==> src/rtl/branch_resolve_ctrl_if.sv <==
// branch_resolve_ctrl_if
//   Groups the ID-stage branch controller's pipeline-facing signals.
//   master : the pipeline side (drives ID/EX/MEM/WB state, receives stall/redirect)
//   slave  : the branch controller
//   Inputs to the controller:
//     id_branch, id_cmp_op, id_rs, id_rt, id_rs_val, id_rt_val, id_pc_plus4,
//     id_imm16, flush_id, ex_wr_en/ex_wr_addr/ex_is_load,
//     mem_wr_en/mem_wr_addr/mem_is_load/mem_fwd_val, wb_wr_en/wb_wr_addr/wb_val
//   Outputs from the controller:
//     stall, br_taken, br_target, flush_if, br_cnt, taken_cnt
interface branch_resolve_ctrl_if #(
  parameter int PC_W  = 32,
  parameter int CNT_W = 32
);
  logic            id_branch;
  logic [3:0]      id_cmp_op;
  logic [4:0]      id_rs;
  logic [4:0]      id_rt;
  logic [PC_W-1:0] id_rs_val;
  logic [PC_W-1:0] id_rt_val;
  logic [PC_W-1:0] id_pc_plus4;
  logic [15:0]     id_imm16;
  logic            flush_id;
  logic            ex_wr_en;
  logic [4:0]      ex_wr_addr;
  logic            ex_is_load;
  logic            mem_wr_en;
  logic [4:0]      mem_wr_addr;
  logic            mem_is_load;
  logic [PC_W-1:0] mem_fwd_val;
  logic            wb_wr_en;
  logic [4:0]      wb_wr_addr;
  logic [PC_W-1:0] wb_val;

  logic             stall;
  logic             br_taken;
  logic [PC_W-1:0]  br_target;
  logic             flush_if;
  logic [CNT_W-1:0] br_cnt;
  logic [CNT_W-1:0] taken_cnt;

  modport master (
    output id_branch, id_cmp_op, id_rs, id_rt, id_rs_val, id_rt_val, id_pc_plus4,
           id_imm16, flush_id, ex_wr_en, ex_wr_addr, ex_is_load,
           mem_wr_en, mem_wr_addr, mem_is_load, mem_fwd_val,
           wb_wr_en, wb_wr_addr, wb_val,
    input  stall, br_taken, br_target, flush_if, br_cnt, taken_cnt
  );

  modport slave (
    input  id_branch, id_cmp_op, id_rs, id_rt, id_rs_val, id_rt_val, id_pc_plus4,
           id_imm16, flush_id, ex_wr_en, ex_wr_addr, ex_is_load,
           mem_wr_en, mem_wr_addr, mem_is_load, mem_fwd_val,
           wb_wr_en, wb_wr_addr, wb_val,
    output stall, br_taken, br_target, flush_if, br_cnt, taken_cnt
  );
endinterface

==> src/rtl/branch_resolve_ctrl.sv <==
// branch_resolve_ctrl
//   ID-stage branch controller for the 5-stage MIPS pipeline. Detects RAW
//   hazards on the branch operands against EX/MEM, stalls IF/ID for 0-2
//   cycles, forwards MEM/WB results into the comparator, drives the PC
//   redirect and counts resolved and taken branches.
// Ports
//   clk    : system clock, rising edge
//   reset  : asynchronous, active-high reset
//   bif    : branch_resolve_ctrl_if.slave (pipeline inputs, stall/redirect/counters)
// Configuration
//   BR_FLUSH_EN : when defined, flush_if follows br_taken (no delay slot);
//                 otherwise flush_if is tied low and the delay slot executes.
module branch_resolve_ctrl #(
  parameter int PC_W  = 32,
  parameter int CNT_W = 32
) (
  input logic                 clk,
  input logic                 reset,
  branch_resolve_ctrl_if.slave bif
);

  localparam logic [3:0] OP_BEQ  = 4'b0000;
  localparam logic [3:0] OP_BNE  = 4'b0001;
  localparam logic [3:0] OP_BGEZ = 4'b0100;
  localparam logic [3:0] OP_BGTZ = 4'b0101;
  localparam logic [3:0] OP_BLEZ = 4'b0110;
  localparam logic [3:0] OP_BLTZ = 4'b0111;
  localparam logic [3:0] OP_RTZ  = 4'b1000;

  typedef enum logic [1:0] {IDLE, WAIT, RESOLVE} state_t;

  state_t           state_q, state_d;
  logic [1:0]       cnt_q, cnt_d;
  logic [CNT_W-1:0] br_cnt_q, taken_cnt_q;

  logic             use_rs, use_rt;
  logic [1:0]       haz_rs, haz_rt, haz;
  logic [PC_W-1:0]  rs_f, rt_f;
  logic             cond;
  logic             stall_c, resolve_c, fire;

  // Stall cycles needed before source s can be read through a forward path.
  function automatic logic [1:0] hazard_of(
    input logic [4:0] s,
    input logic ex_en, input logic [4:0] ex_a, input logic ex_ld,
    input logic mem_en, input logic [4:0] mem_a, input logic mem_ld
  );
    if (s == '0)                            return 2'd0;
    if (ex_en && ex_a == s)                 return ex_ld ? 2'd2 : 2'd1;
    if (mem_en && mem_a == s && mem_ld)     return 2'd1;
    return 2'd0;
  endfunction

  // Operand selection: MEM ALU result > WB data > register file.
  function automatic logic [PC_W-1:0] fwd_of(
    input logic [4:0] s, input logic [PC_W-1:0] rf,
    input logic mem_en, input logic [4:0] mem_a, input logic mem_ld,
    input logic [PC_W-1:0] mem_v,
    input logic wb_en, input logic [4:0] wb_a, input logic [PC_W-1:0] wb_v
  );
    if (s != '0 && mem_en && !mem_ld && mem_a == s) return mem_v;
    if (s != '0 && wb_en && wb_a == s)              return wb_v;
    return rf;
  endfunction

  always_comb begin
    use_rs = (bif.id_cmp_op != OP_RTZ);
    use_rt = (bif.id_cmp_op == OP_BEQ) || (bif.id_cmp_op == OP_BNE) ||
             (bif.id_cmp_op == OP_RTZ);
    haz_rs = use_rs ? hazard_of(bif.id_rs, bif.ex_wr_en, bif.ex_wr_addr, bif.ex_is_load,
                                bif.mem_wr_en, bif.mem_wr_addr, bif.mem_is_load) : 2'd0;
    haz_rt = use_rt ? hazard_of(bif.id_rt, bif.ex_wr_en, bif.ex_wr_addr, bif.ex_is_load,
                                bif.mem_wr_en, bif.mem_wr_addr, bif.mem_is_load) : 2'd0;
    haz    = (haz_rs > haz_rt) ? haz_rs : haz_rt;

    rs_f = fwd_of(bif.id_rs, bif.id_rs_val, bif.mem_wr_en, bif.mem_wr_addr, bif.mem_is_load,
                  bif.mem_fwd_val, bif.wb_wr_en, bif.wb_wr_addr, bif.wb_val);
    rt_f = fwd_of(bif.id_rt, bif.id_rt_val, bif.mem_wr_en, bif.mem_wr_addr, bif.mem_is_load,
                  bif.mem_fwd_val, bif.wb_wr_en, bif.wb_wr_addr, bif.wb_val);

    case (bif.id_cmp_op)
      OP_BEQ:  cond = (rs_f == rt_f);
      OP_BNE:  cond = (rs_f != rt_f);
      OP_BGEZ: cond = !rs_f[PC_W-1];
      OP_BGTZ: cond = !rs_f[PC_W-1] && (rs_f != '0);
      OP_BLEZ: cond = rs_f[PC_W-1] || (rs_f == '0);
      OP_BLTZ: cond = rs_f[PC_W-1];
      OP_RTZ:  cond = (rt_f == '0);
      default: cond = 1'b0;
    endcase
  end

  always_comb begin
    state_d   = state_q;
    cnt_d     = cnt_q;
    stall_c   = 1'b0;
    resolve_c = 1'b0;
    if (bif.flush_id) begin
      state_d = IDLE;
      cnt_d   = '0;
    end else begin
      case (state_q)
        IDLE: begin
          if (bif.id_branch) begin
            if (haz == 2'd0) begin
              resolve_c = 1'b1;
            end else begin
              stall_c = 1'b1;
              cnt_d   = haz - 2'd1;
              state_d = (haz == 2'd1) ? RESOLVE : WAIT;
            end
          end
        end
        WAIT: begin
          stall_c = 1'b1;
          cnt_d   = cnt_q - 2'd1;
          if (cnt_q == 2'd1) state_d = RESOLVE;
        end
        RESOLVE: begin
          resolve_c = 1'b1;
          state_d   = IDLE;
        end
        default: state_d = IDLE;
      endcase
    end
  end

  assign fire = resolve_c & bif.id_branch;

  // Outputs are combinational from ID inputs, so they are gated by reset
  // to read as zero the instant reset asserts, even mid-stall.
  assign bif.stall     = stall_c & ~reset;
  assign bif.br_taken  = fire & cond & ~reset;
  assign bif.br_target = bif.id_pc_plus4 + (PC_W'($signed(bif.id_imm16)) << 2);
  assign bif.br_cnt    = br_cnt_q;
  assign bif.taken_cnt = taken_cnt_q;

`ifdef BR_FLUSH_EN
  assign bif.flush_if = bif.br_taken;
`else
  assign bif.flush_if = 1'b0;
`endif

  always_ff @(posedge clk or posedge reset) begin
    if (reset) begin
      state_q     <= IDLE;
      cnt_q       <= '0;
      br_cnt_q    <= '0;
      taken_cnt_q <= '0;
    end else begin
      state_q <= state_d;
      cnt_q   <= cnt_d;
      if (fire)        br_cnt_q    <= br_cnt_q + CNT_W'(1);
      if (fire & cond) taken_cnt_q <= taken_cnt_q + CNT_W'(1);
    end
  end

endmodule

==> src/flat_wrapper.sv <==
// flat-port wrapper written by rule: the top's interface ports become plain ports
module branch_resolve_ctrl_flat 
#(
  parameter int PC_W  = 32,
  parameter int CNT_W = 32
)
  (clk, reset, bif_id_branch, bif_id_cmp_op, bif_id_rs, bif_id_rt, bif_id_rs_val, bif_id_rt_val, bif_id_pc_plus4, bif_id_imm16, bif_flush_id, bif_ex_wr_en, bif_ex_wr_addr, bif_ex_is_load, bif_mem_wr_en, bif_mem_wr_addr, bif_mem_is_load, bif_mem_fwd_val, bif_wb_wr_en, bif_wb_wr_addr, bif_wb_val, bif_stall, bif_br_taken, bif_br_target, bif_flush_if, bif_br_cnt, bif_taken_cnt);
  branch_resolve_ctrl_if #(.PC_W(PC_W), .CNT_W(CNT_W)) bif_i ();
  input logic clk;
  input logic reset;
  input wire logic [$bits(bif_i.id_branch)-1:0] bif_id_branch;
  input wire logic [$bits(bif_i.id_cmp_op)-1:0] bif_id_cmp_op;
  input wire logic [$bits(bif_i.id_rs)-1:0] bif_id_rs;
  input wire logic [$bits(bif_i.id_rt)-1:0] bif_id_rt;
  input wire logic [$bits(bif_i.id_rs_val)-1:0] bif_id_rs_val;
  input wire logic [$bits(bif_i.id_rt_val)-1:0] bif_id_rt_val;
  input wire logic [$bits(bif_i.id_pc_plus4)-1:0] bif_id_pc_plus4;
  input wire logic [$bits(bif_i.id_imm16)-1:0] bif_id_imm16;
  input wire logic [$bits(bif_i.flush_id)-1:0] bif_flush_id;
  input wire logic [$bits(bif_i.ex_wr_en)-1:0] bif_ex_wr_en;
  input wire logic [$bits(bif_i.ex_wr_addr)-1:0] bif_ex_wr_addr;
  input wire logic [$bits(bif_i.ex_is_load)-1:0] bif_ex_is_load;
  input wire logic [$bits(bif_i.mem_wr_en)-1:0] bif_mem_wr_en;
  input wire logic [$bits(bif_i.mem_wr_addr)-1:0] bif_mem_wr_addr;
  input wire logic [$bits(bif_i.mem_is_load)-1:0] bif_mem_is_load;
  input wire logic [$bits(bif_i.mem_fwd_val)-1:0] bif_mem_fwd_val;
  input wire logic [$bits(bif_i.wb_wr_en)-1:0] bif_wb_wr_en;
  input wire logic [$bits(bif_i.wb_wr_addr)-1:0] bif_wb_wr_addr;
  input wire logic [$bits(bif_i.wb_val)-1:0] bif_wb_val;
  output wire logic [$bits(bif_i.stall)-1:0] bif_stall;
  output wire logic [$bits(bif_i.br_taken)-1:0] bif_br_taken;
  output wire logic [$bits(bif_i.br_target)-1:0] bif_br_target;
  output wire logic [$bits(bif_i.flush_if)-1:0] bif_flush_if;
  output wire logic [$bits(bif_i.br_cnt)-1:0] bif_br_cnt;
  output wire logic [$bits(bif_i.taken_cnt)-1:0] bif_taken_cnt;
  assign bif_i.id_branch = bif_id_branch;
  assign bif_i.id_cmp_op = bif_id_cmp_op;
  assign bif_i.id_rs = bif_id_rs;
  assign bif_i.id_rt = bif_id_rt;
  assign bif_i.id_rs_val = bif_id_rs_val;
  assign bif_i.id_rt_val = bif_id_rt_val;
  assign bif_i.id_pc_plus4 = bif_id_pc_plus4;
  assign bif_i.id_imm16 = bif_id_imm16;
  assign bif_i.flush_id = bif_flush_id;
  assign bif_i.ex_wr_en = bif_ex_wr_en;
  assign bif_i.ex_wr_addr = bif_ex_wr_addr;
  assign bif_i.ex_is_load = bif_ex_is_load;
  assign bif_i.mem_wr_en = bif_mem_wr_en;
  assign bif_i.mem_wr_addr = bif_mem_wr_addr;
  assign bif_i.mem_is_load = bif_mem_is_load;
  assign bif_i.mem_fwd_val = bif_mem_fwd_val;
  assign bif_i.wb_wr_en = bif_wb_wr_en;
  assign bif_i.wb_wr_addr = bif_wb_wr_addr;
  assign bif_i.wb_val = bif_wb_val;
  assign bif_stall = bif_i.stall;
  assign bif_br_taken = bif_i.br_taken;
  assign bif_br_target = bif_i.br_target;
  assign bif_flush_if = bif_i.flush_if;
  assign bif_br_cnt = bif_i.br_cnt;
  assign bif_taken_cnt = bif_i.taken_cnt;
  branch_resolve_ctrl #(.PC_W(PC_W), .CNT_W(CNT_W)) u_core (.clk(clk), .reset(reset), .bif(bif_i));
endmodule
==> config.mk <==
export PLATFORM = sky130hd
export DESIGN_NAME = branch_resolve_ctrl_flat
export DESIGN_NICKNAME = d
export VERILOG_FILES = /design/src/rtl/branch_resolve_ctrl_if.sv /design/src/rtl/branch_resolve_ctrl.sv /design/src/flat_wrapper.sv
export SDC_FILE = /design/constraint.sdc
export NUM_CORES = 1
export LEC_CHECK = 0
export CAP_MARGIN = 20
export CORE_ASPECT_RATIO = 1.4
export CORE_MARGIN = 4
export CORE_UTILIZATION = 49
export CTS_CLUSTER_DIAMETER = 80
export DETAILED_ROUTE_END_ITERATION = 12
export PLACE_DENSITY = 0.89
export REMOVE_ABC_BUFFERS = 1
export SLEW_MARGIN = 20
export SYNTH_ARGS = -nofsm -noshare
export SYNTH_HDL_FRONTEND = slang
export SYNTH_SLANG_ARGS = --single-unit
==> constraint.sdc <==
create_clock -name clk -period 8.4 [get_ports clk]
set_clock_uncertainty 0.15 [all_clocks]
set_input_delay 1.26 -clock clk [delete_from_list [all_inputs] [get_ports clk]]
set_output_delay 1.26 -clock clk [all_outputs]
set_load 0.02 [all_outputs]
# Word level (Yosys, flattened, before mapping)
# Index checks and enable logic that the tools add are counted.
# Widths: inputs -> output; s select.
[word_totals] regBits=68 inputBits=214 output_inout_bits=99 word_cells=133
[op_classes] n_addsub=5 magnitude_cmp=1 eq_ne=22 n_mux=61 bitwise_logic=5 n_reduce_logical=35
[op_table] cell="$mux 32" n=8
[op_table] cell="$add 32x1->32 const B" n=2
[op_table] cell="$logic_not 32->1" n=2
[op_table] cell="$mux 2" n=24
[op_table] cell="$add 32x32->32" n=1
[op_table] cell="$eq 32x32->1" n=1
[op_table] cell="$ne 32x32->1" n=1
[op_table] cell="$reduce_bool 32->1" n=1
[op_table] cell="$eq 5x5->1" n=6
[op_table] cell="$mux 1" n=24
[op_table] cell="$logic_and 1x1->1" n=17
[op_table] cell="$eq 4x3->1 const B" n=4
[op_table] cell="$logic_not 5->1" n=2
[op_table] cell="$reduce_bool 5->1" n=2
[op_table] cell="$pmux 2 s2" n=2
[op_table] cell="$pmux 1 s7" n=1
[op_table] cell="$eq 2x1->1 const B" n=3
[op_table] cell="$ne 3x3->1 const B" n=2
[op_table] cell="$reduce_and 3->1" n=2
[op_table] cell="$and 1x1->1" n=4
[op_table] cell="$eq 4x1->1 const B" n=1
[op_table] cell="$eq 4x4->1 const B" n=1
[op_table] cell="$logic_not 2->1" n=2
[op_table] cell="$logic_not 4->1" n=1
[op_table] cell="10 further kinds" n=15

# Logic depth before layout (Yosys ltp)
# Gate-level depths: netlist of the first run.
[depth] ltp_word=20 ltp_mapped=24 ltp_nobuf=22

# Worst setup path before layout of the first run
# No wires, ideal clock.
[synth_path] path_kind="input to output" startpoint="in bif_id_rt[0]" endpoint="out bif_br_taken" arrival_time_ns=4.858 setup_slack_ns=2.132 stages=17 cell_sequence="or4_4 > nor2_1 > a2111oi_0 > nand3_1 > ha_1 > nor2_1 > o22ai_1 > a21oi_1 > a21oi_1 > inv_1 > ha_1 > nor2_1 > nor4b_2 > nor4b_1 > a22oi_4 > buf_2 > nor2_1"
[synth_between] elab_chain_len=20 elab_cells_between_ends=45 cone_classes="order compare (1); eq/ne (5); mux (24); bitwise (3); reduce/logical (12)"
[synth_lines] element="from (decl)" line_no="flat_wrapper.sv:14" text="input wire logic [$bits(bif_i.id_rt)-1:0] bif_id_rt;"
[synth_lines] element="$eq 5x5->1" line_no="branch_resolve_ctrl.sv:50, branch_resolve_ctrl.sv:61"
[synth_lines] element="$logic_and 1x1->1 (2 in a row)" line_no="branch_resolve_ctrl.sv:50" text="if (mem_en && mem_a == s && mem_ld) return 2'd1;"
[synth_lines] element="$mux 1 (2 in a row)" line_no="branch_resolve_ctrl.sv:50"
[synth_lines] element="$mux 1" line_no="branch_resolve_ctrl.sv:49" text="if (ex_en && ex_a == s) return ex_ld ? 2'd2 : 2'd1;"
[synth_lines] element="$mux 2" line_no="branch_resolve_ctrl.sv:51" text="return 2'd0;"
[synth_lines] element="$mux 2" line_no="branch_resolve_ctrl.sv:50"
[synth_lines] element="$mux 2" line_no="branch_resolve_ctrl.sv:49"
[synth_lines] element="$mux 2" line_no="branch_resolve_ctrl.sv:72" text="haz_rt = use_rt ? hazard_of(bif.id_rt, bif.ex_wr_en, bif.ex_wr_addr, bif.ex_is_load,"
[synth_lines] element="$gt 2x2->1" line_no="branch_resolve_ctrl.sv:74" text="haz = (haz_rs > haz_rt) ? haz_rs : haz_rt;"
[synth_lines] element="$mux 2" line_no="branch_resolve_ctrl.sv:74"
[synth_lines] element="$logic_not 2->1" line_no="branch_resolve_ctrl.sv:105" text="if (haz == 2'd0) begin"
[synth_lines] element="$mux 1" line_no="branch_resolve_ctrl.sv:105"
[synth_lines] element="$mux 1" line_no="branch_resolve_ctrl.sv:104" text="if (bif.id_branch) begin"
[synth_lines] element="$pmux 1 s2" line_no="branch_resolve_ctrl.sv:102" text="case (state_q)"
[synth_lines] element="$mux 1" line_no="branch_resolve_ctrl.sv:98" text="if (bif.flush_id) begin"
[synth_lines] element="$and 1x1->1" line_no="branch_resolve_ctrl.sv:128" text="assign fire = resolve_c & bif.id_branch;"
[synth_lines] element="$and 1x1->1 * (2 in a row)" line_no="branch_resolve_ctrl.sv:133" text="assign bif.br_taken = fire & cond & ~reset;"
[synth_lines] element="to (decl)" line_no="flat_wrapper.sv:31" text="output wire logic [$bits(bif_i.br_taken)-1:0] bif_br_taken;"
# Every way passes the cells marked *; elsewhere a longest branch is shown, timed or not. The select of a mux whose other input is x is not followed.

# Final worst setup path of the first run
[layout_path] startpoint="in bif_id_rs[0]" endpoint="out bif_br_taken"
[layout_between] elab_chain_len=20 elab_cells_between_ends=49 cone_classes="order compare (1); eq/ne (5); mux (24); bitwise (3); reduce/logical (16)"
[layout_lines] element="from (decl)" line_no="flat_wrapper.sv:13" text="input wire logic [$bits(bif_i.id_rs)-1:0] bif_id_rs;"
[layout_lines] element="$eq 5x5->1" line_no="branch_resolve_ctrl.sv:50, branch_resolve_ctrl.sv:61"
[layout_lines] element="$logic_and 1x1->1 (2 in a row)" line_no="branch_resolve_ctrl.sv:50"
[layout_lines] element="$mux 1 (2 in a row)" line_no="branch_resolve_ctrl.sv:50"
[layout_lines] element="$mux 1" line_no="branch_resolve_ctrl.sv:49"
[layout_lines] element="$mux 2" line_no="branch_resolve_ctrl.sv:51"
[layout_lines] element="$mux 2" line_no="branch_resolve_ctrl.sv:50"
[layout_lines] element="$mux 2" line_no="branch_resolve_ctrl.sv:49"
[layout_lines] element="$mux 2" line_no="branch_resolve_ctrl.sv:70" text="haz_rs = use_rs ? hazard_of(bif.id_rs, bif.ex_wr_en, bif.ex_wr_addr, bif.ex_is_load,"
[layout_lines] element="$gt 2x2->1" line_no="branch_resolve_ctrl.sv:74"
[layout_lines] element="$mux 2" line_no="branch_resolve_ctrl.sv:74"
[layout_lines] element="$logic_not 2->1" line_no="branch_resolve_ctrl.sv:105"
[layout_lines] element="$mux 1" line_no="branch_resolve_ctrl.sv:105"
[layout_lines] element="$mux 1" line_no="branch_resolve_ctrl.sv:104"
[layout_lines] element="$pmux 1 s2" line_no="branch_resolve_ctrl.sv:102"
[layout_lines] element="$mux 1" line_no="branch_resolve_ctrl.sv:98"
[layout_lines] element="$and 1x1->1" line_no="branch_resolve_ctrl.sv:128"
[layout_lines] element="$and 1x1->1 * (2 in a row)" line_no="branch_resolve_ctrl.sv:133"
# Marks and branches as above.

==> results of run 1 <==
[cell type report]
| cell class | count | area [µm²] | area share [%] |
|---|---|---|---|
| clock inverter | 2 | 35.0 | 0.308 |
| timing repair buffer | 320 | 3170 | 27.9 |
| multi-input combinational | 764 | 5860 | 51.5 |
| sequential | 68 | 1700 | 15.0 |
| inverter | 28 | 105 | 0.925 |
| antenna | 1 | 2.50 | 0.0220 |
| tap | 196 | 245 | 2.16 |
| clock buffer | 13 | 250 | 2.20 |
[stage by stage]
stage	setup WS, ps	power (mW)	util, %
finish	766	1.38	72.2
global route	461	1.44	72.2
CTS	905	1.38	72.2
detailed placement	918	1.01	70.4
global placement	1020	0.998	70.4
floorplan	1550	0.698	-
[worst paths after layout]
check / from / endpoint
worst max-delay path: bif_id_rs[0] / bif_br_taken
worst min-delay path: u_core.bif.taken_cnt[31] / u_core.bif.taken_cnt[31]
worst max register to register: u_core.bif.taken_cnt[10] / u_core.bif.taken_cnt[31]
worst min register to register: u_core.bif.taken_cnt[31] / u_core.bif.taken_cnt[31]
max in group asynchronous: reset / u_core.bif.br_cnt[10]
min in group asynchronous: reset / u_core.bif.taken_cnt[3]
[state kept, by name, indices dropped and copies added, names as in the netlist]
name and cells:
u_core.state_q 2, u_core.bif.br_cnt 32, u_core.cnt_q 2, u_core.bif.taken_cnt 32
[power breakdown]
part           total (mW)  internal [mW]  switching [mW]
Clock               0.367          0.236           0.132
Sequential          0.391          0.355          0.0364
Combinational       0.619          0.310           0.309
Total                1.38          0.901           0.477
[cell usage in the layout, fill, tap and decap left out, types with 4 or more instances in the layout]
cell	count
a221oi_1	24
a211oi_1	7
clkdlybuf4s50_1	307
o2111ai_1	5
nor2_1	59
buf_4	13
inv_1	27
nand3_1	36
and3_1	9
clkbuf_16	9
dfrtp_1	68
a22oi_1	5
a21boi_0	5
nor4_1	24
or2_2	4
nor2b_1	6
ha_1	37
a21o_1	10
or4_1	4
xor2_1	62
mux2i_2	16
o21ai_0	25
and4_1	5
a21oi_1	38
nand4_1	21
mux2i_1	45
nand2_1	56
xnor2_1	82
a221o_1	22
nor4_4	4
nor3_2	8
a31oi_1	5
o221ai_1	24
nand2b_1	6
o21a_1	5
nor3_1	30
o22ai_1	11
[worst register-to-register path: cells and delay by family (launching register included)]
family | cells | cell delay (ps)
xor gates and xnor gates | 1 | 160
and+or+nand+nor | 12 | 2400
DFF | 1 | 440
[per-layer routing]
metal  track usage (%)  vias up  share of wire (%)
met3              7.30      145                8.7
met4              19.5        0                7.0
met5                 0        -                  0
met1              32.9     4064                 33
li1                  -     4024                  -
met2              59.3      526                 51
[logic make-up after synthesis]
| group | count (synthesis) | share of synthesized area, % |
|---|---|---|
| mux | 64 | 8.91 |
| buf+inv | 67 | 4.43 |
| flops | 68 | 21.5 |
| simple gates | 300 | 22.0 |
| compound gates | 216 | 20.8 |
| fa+ha+maj | 38 | 6.11 |
| other cells | 1 | 0.0474 |
| xor+xnor | 145 | 16.2 |
==> run metrics, run 1 <==
routed length per instance ~22 µm; critical path, cell by cell clkdlybuf4s50_1 > xnor2_1 > nand4_1 > nor2_4 > buf_4 > mux2i_1 > a221o_1 > a221oi_1 > nor4_1 > nand4_1 > xnor2_2 > a22oi_4 > nor2_1 > clkdlybuf4s50_1; Slew Viols, Final 0; R2R cell count 13; largest net degree at the start of global routing 39; worst reg-to-reg setup slack 5200 ps; CORE AREA 0.0157 mm²; Initial Utilization 50.2%; Die ar. ~0.018 mm²; worst hold path depth 1; routed wire length roughly 30000 µm; gpl congestion between 1 and 1.5; min Tclk post-route 7630 ps; Final setup viols 0; Synth cell types 76; Resize count post-CTS 0; Die Wd ~120 µm; FF+latch count, synth 68; final critical-path share of the clock period approximately 91%; Synth top cells by count 82 x xnor2_1, 68 x dfrtp_1, 62 x xor2_1; antenna violations before repair 0; CP Buf/Inv Count 3; peak supply drop approximately 0.15 mV; Vias just under 9000; Post-Synthesis Mean Instance Area around 9 µm²; main area contributors after synthesis dfrtp_1 22%, xnor2_1 9.1%, xor2_1 6.9%; Critical Path End Type output pin; Synth top area share between 20% and 30%; Crit path max-delay family simple AND/OR/NAND/NOR gates; # rows 54; leakage about 4.4 nW; Max-Slew Margin vs Limit about a third; Worst Max-Slew Pin Slew ~1000 ps; synthesis-to-layout area growth 43.8%; # port buffers ~310; WHS 316 ps; H-tree depth 3; die height between 150 and 200 µm; GRT Overall Usage 32.3%; clk root buf clkbuf_16; # hold bufs at CTS 0; setup TNS 0 ps; async set-reset flop share out of synthesis between 90% and 100%; Max Buffers Root-to-Sink 2; fill cell count 1182; Residual DRC 0; worst path arrival time ~6200 ps; final instance area between 0.01 and 0.015 mm²; crit path launch type input pin; drt pass-1 iters 5; later-pin clock latency in the skew report 330 ps; Post-CTS Setup Inserts 0; initial DRC count 758; CTS tree done; Synth Cell Area ~0.008 mm²; WP depth 14; clock-pin slew on the worst setup and hold paths about 60 ps; first-pass GRT wire length between 40000 and 50000 µm; I/O pin cnt ~310; Critical Path RT approximately 7000 ps; Synth area leader dfrtp_1; Overflow after GRT 0; status finished clean; vias per cell 6.29; fin nets ~1400; Hold Fails Final Rpt 0; synth warn 0; WS Path Type input pin to output pin; Routed Antenna Nets 0; P per Cell Area ~120 mW/mm²; worst-path maximum fanout 25; max cap viols 0; vias in the first global route ~9000; sequential-to-total area share from yosys stat a little over a fifth; CP peak stage delay 860 ps; hpwl dp about 25000 µm; sinks on the clock net a little under 70; EDFF count, synth 0; RSZ-0062 raised after global routing no; proportion of layout cells with a drive suffix above 1 between 7 and 8%; CP max-delay cell nor2_4; fmax roughly 130 MHz; Main synth FF type dfrtp_1; Non-Filler Instances between 1000 and 1500; HP Class flop to flop; Post-Syn Instances ~900; Num CTS Buffers 9; DP Area between 0.01 and 0.015 mm²; cell with the most instances after synthesis xnor2_1; Cells after DPL about 1400
Note: power is estimated with default switching activity, not from simulation.
==> run 2, diff against run 1 <==
--- a/config.mk
+++ b/config.mk
@@ -8,12 +8,13 @@
 export CAP_MARGIN = 20
 export CORE_ASPECT_RATIO = 1.4
 export CORE_MARGIN = 4
-export CORE_UTILIZATION = 49
+export CORE_UTILIZATION = 45
 export CTS_CLUSTER_DIAMETER = 80
 export DETAILED_ROUTE_END_ITERATION = 12
-export PLACE_DENSITY = 0.89
+export PLACE_DENSITY = 0.83
 export REMOVE_ABC_BUFFERS = 1
 export SLEW_MARGIN = 20
 export SYNTH_ARGS = -nofsm -noshare
 export SYNTH_HDL_FRONTEND = slang
 export SYNTH_SLANG_ARGS = --single-unit
+export TNS_END_PERCENT = 5
==> constraint.sdc (replaced) <==
create_clock -name clk -period 7.4 [get_ports clk]
set_clock_uncertainty 0.15 [all_clocks]
set_input_delay 1.11 -clock clk [delete_from_list [all_inputs] [get_ports clk]]
set_output_delay 1.11 -clock clk [all_outputs]
set_load 0.02 [all_outputs]
==> run 2 against run 1 <==
  * Largest cell class unchanged
  * Clock power grew 14%
  * Global-route usage shrank 4.5 points
  * Register-to-register slack got worse by 860 ps
  * Final cell count grew 3.3%
  * Sequential share of layout area decreased by 0.15 points
  * Critical path type unchanged
  * Worst hold slack worse by 0.86 ps
  * First-iteration DRC count is 29% lower
  * Routed wire length decreased by 6.4%
  * Sequential power is 13% higher
  * Die area up 8.3%
==> run metrics, run 2 (synthesized netlist as in run 1, its figures left out) <==
cell internal pwr 1.02 mW (+14%); GRT Overall Usage 27.8% (-4.5 points); routed wire length 28600 µm (-6.4%); sinks on the clock net 68 (unchanged); max cap viols 0 (unchanged); Slew Viols, Final 0 (unchanged); DP Area 0.0112 mm² (+0.97%); final critical-path share of the clock period 94.2%; Critical Path End Type output pin; met3 wire length 2490 µm (-6.8%); Hold Fails Final Rpt 0 (unchanged); area of the multi-input gates 0.00586 mm² (unchanged); Die Wd 120 µm (+4.0%); sequential power share 28.4% (about the same); Post-CTS Setup Inserts 0 (unchanged); setup TNS 0 ps (unchanged); vias in the first global route 8739 (-2.8%); largest net degree at the start of global routing 49 (+26%); crit path launch type input pin; later-pin clock latency in the skew report 330 ps (about the same); Resize count post-CTS 0 (unchanged); I/O pin cnt 313 (unchanged); die height 165 µm (+4.1%); clock power share 26.8% (about the same); H-tree depth 3 (unchanged); peak supply drop 0.0866 mV (-43%); worst path arrival time 5710 ps (-510 ps); WS Path Type input pin to output pin; Residual DRC 0 (unchanged); Max-Slew Margin vs Limit 41.5% (+10 points); Num CTS Buffers 9 (unchanged); fin nets 1449 (+0.42%); routed length per instance 19.9 µm (-9.4%); Initial Utilization 45.6% (-4.6 points); CTS tree done; combinational share of power 44.8% (about the same); leakage 4.39 nW (+0.65%); hpwl dp 23800 µm (-4.2%); # rows 57 (+5.6%); synthesis-to-layout area growth 45.3%; Sw Ratio 34.2% (-0.38 points); min Tclk post-route about 7000 ps; fill cell count 1429 (+21%); first-pass GRT wire length 44200 µm (-4.4%); CORE AREA 0.0173 mm² (+10%); vias per cell 6.09 (-3.2%); gpl congestion 1.01 (-7.3%); clk root buf clkbuf_16; commonest non-fill, non-tap cell in the layout clkdlybuf4s50_1; Critical Path RT 6140 ps (-850 ps); Top Layer Used met4; fmax around 140 MHz; RSZ-0062 raised after global routing no; Worst Max-Slew Pin Slew 868 ps (-159 ps); Overflow after GRT 0 (unchanged); Die ar. 0.0198 mm² (+8.3%); Final setup viols 0 (unchanged); initial DRC count 538 (-29%); antenna violations before repair 0 (unchanged); final instance area 0.0115 mm² (+1.0%); P per Cell Area 136 mW/mm² (+12%); Reg area 0.00170 mm² (unchanged); Routed Antenna Nets 0 (unchanged); Metal-1 WL 9880 µm (-2.4%); most frequent cells in the layout 307 x clkdlybuf4s50_1, 82 x xnor2_1, 68 x dfrtp_1; # hold bufs at CTS 0 (unchanged); Vias 8757 (-0.023%); # port buffers 307 (unchanged); status finished clean; met2 WL 14200 µm (-8.6%); drt pass-1 iters 6 (+1); clock-pin slew on the worst setup and hold paths 50 ps (about the same); net switching power figure 0.533 mW (+12%); Max Buffers Root-to-Sink 2 (unchanged); worst-path maximum fanout 20 (-20%); HP Class flop to flop; proportion of layout cells with a drive suffix above 1 7.83% (+0.63 points)
run 2: power by group through the flow:
| stage | combinational (mW) | sequential [mW] | clock [mW] |
|---|---|---|---|
| 2_1_floorplan | 0.314 | 0.478 | 0 |
| 6_report | 0.697 | 0.442 | 0.417 |
| 4_1_cts | 0.696 | 0.442 | 0.421 |
| 5_1_grt | 0.744 | 0.449 | 0.438 |
| 3_5_place_dp | 0.693 | 0.448 | 0 |
| 3_3_place_gp | 0.683 | 0.447 | 0 |
run 2: metrics by stage:
step           setup slack (ps)  power [mW]  cells  hold slack (ps)  utilization (%)
2_1_floorplan               852       0.792    860              384                -
3_3_place_gp                600        1.13   1422              306             64.6
3_5_place_dp                477        1.14   1422              310             64.6
4_1_cts                     480        1.56   1437              320             66.2
5_1_grt                     225        1.63   1437              342             66.2
6_report                    429        1.56   1438              315             66.3
run 2: area by class of cell:
| cell class | count | share of cell area (%) |
|---|---|---|
| clock inverter | 4 | 0.436 |
| tap | 236 | 2.57 |
| sequential | 68 | 14.8 |
| inverter | 28 | 0.915 |
| multi-input combinational | 764 | 51.0 |
| antenna | 1 | 0.0218 |
| timing repair buffer | 326 | 28.1 |
| clock buffer | 11 | 2.11 |
run 2: final timing paths:
kind                                               start                  endpoint  slack (ps)  depth (start not counted)
worst min-delay path            u_core.bif.taken_cnt[31]  u_core.bif.taken_cnt[31]         320                          1
min in group asynchronous                          reset   u_core.bif.taken_cnt[1]        1040                          2
worst max-delay path                        bif_id_rs[3]              bif_br_taken         430                         13
max in group asynchronous                          reset      u_core.bif.br_cnt[1]        5110                          3
worst max register to register  u_core.bif.taken_cnt[10]  u_core.bif.taken_cnt[31]        4340                         13
worst min register to register  u_core.bif.taken_cnt[31]  u_core.bif.taken_cnt[31]         320                          1
run 2: worst max-delay path, stage by stage:
cell and delay, ps:
clkdlybuf4s50_1 520, xnor2_1 270, nand4_1 210, nor2_4 700
mux2i_1 630, a221o_1 260, a221oi_1 80, nor4_1 600
nand4_1 260, xnor2_2 230, a22oi_4 80, nor2_1 110
clkdlybuf4s50_1 620
run 2: routing by layer:
metal  up-vias  global-route usage [%]
met1      4059                    28.7
met5         -                       0
met4         0                    17.5
met2       529                    50.6
met3       127                    6.10
li1       4042                       -
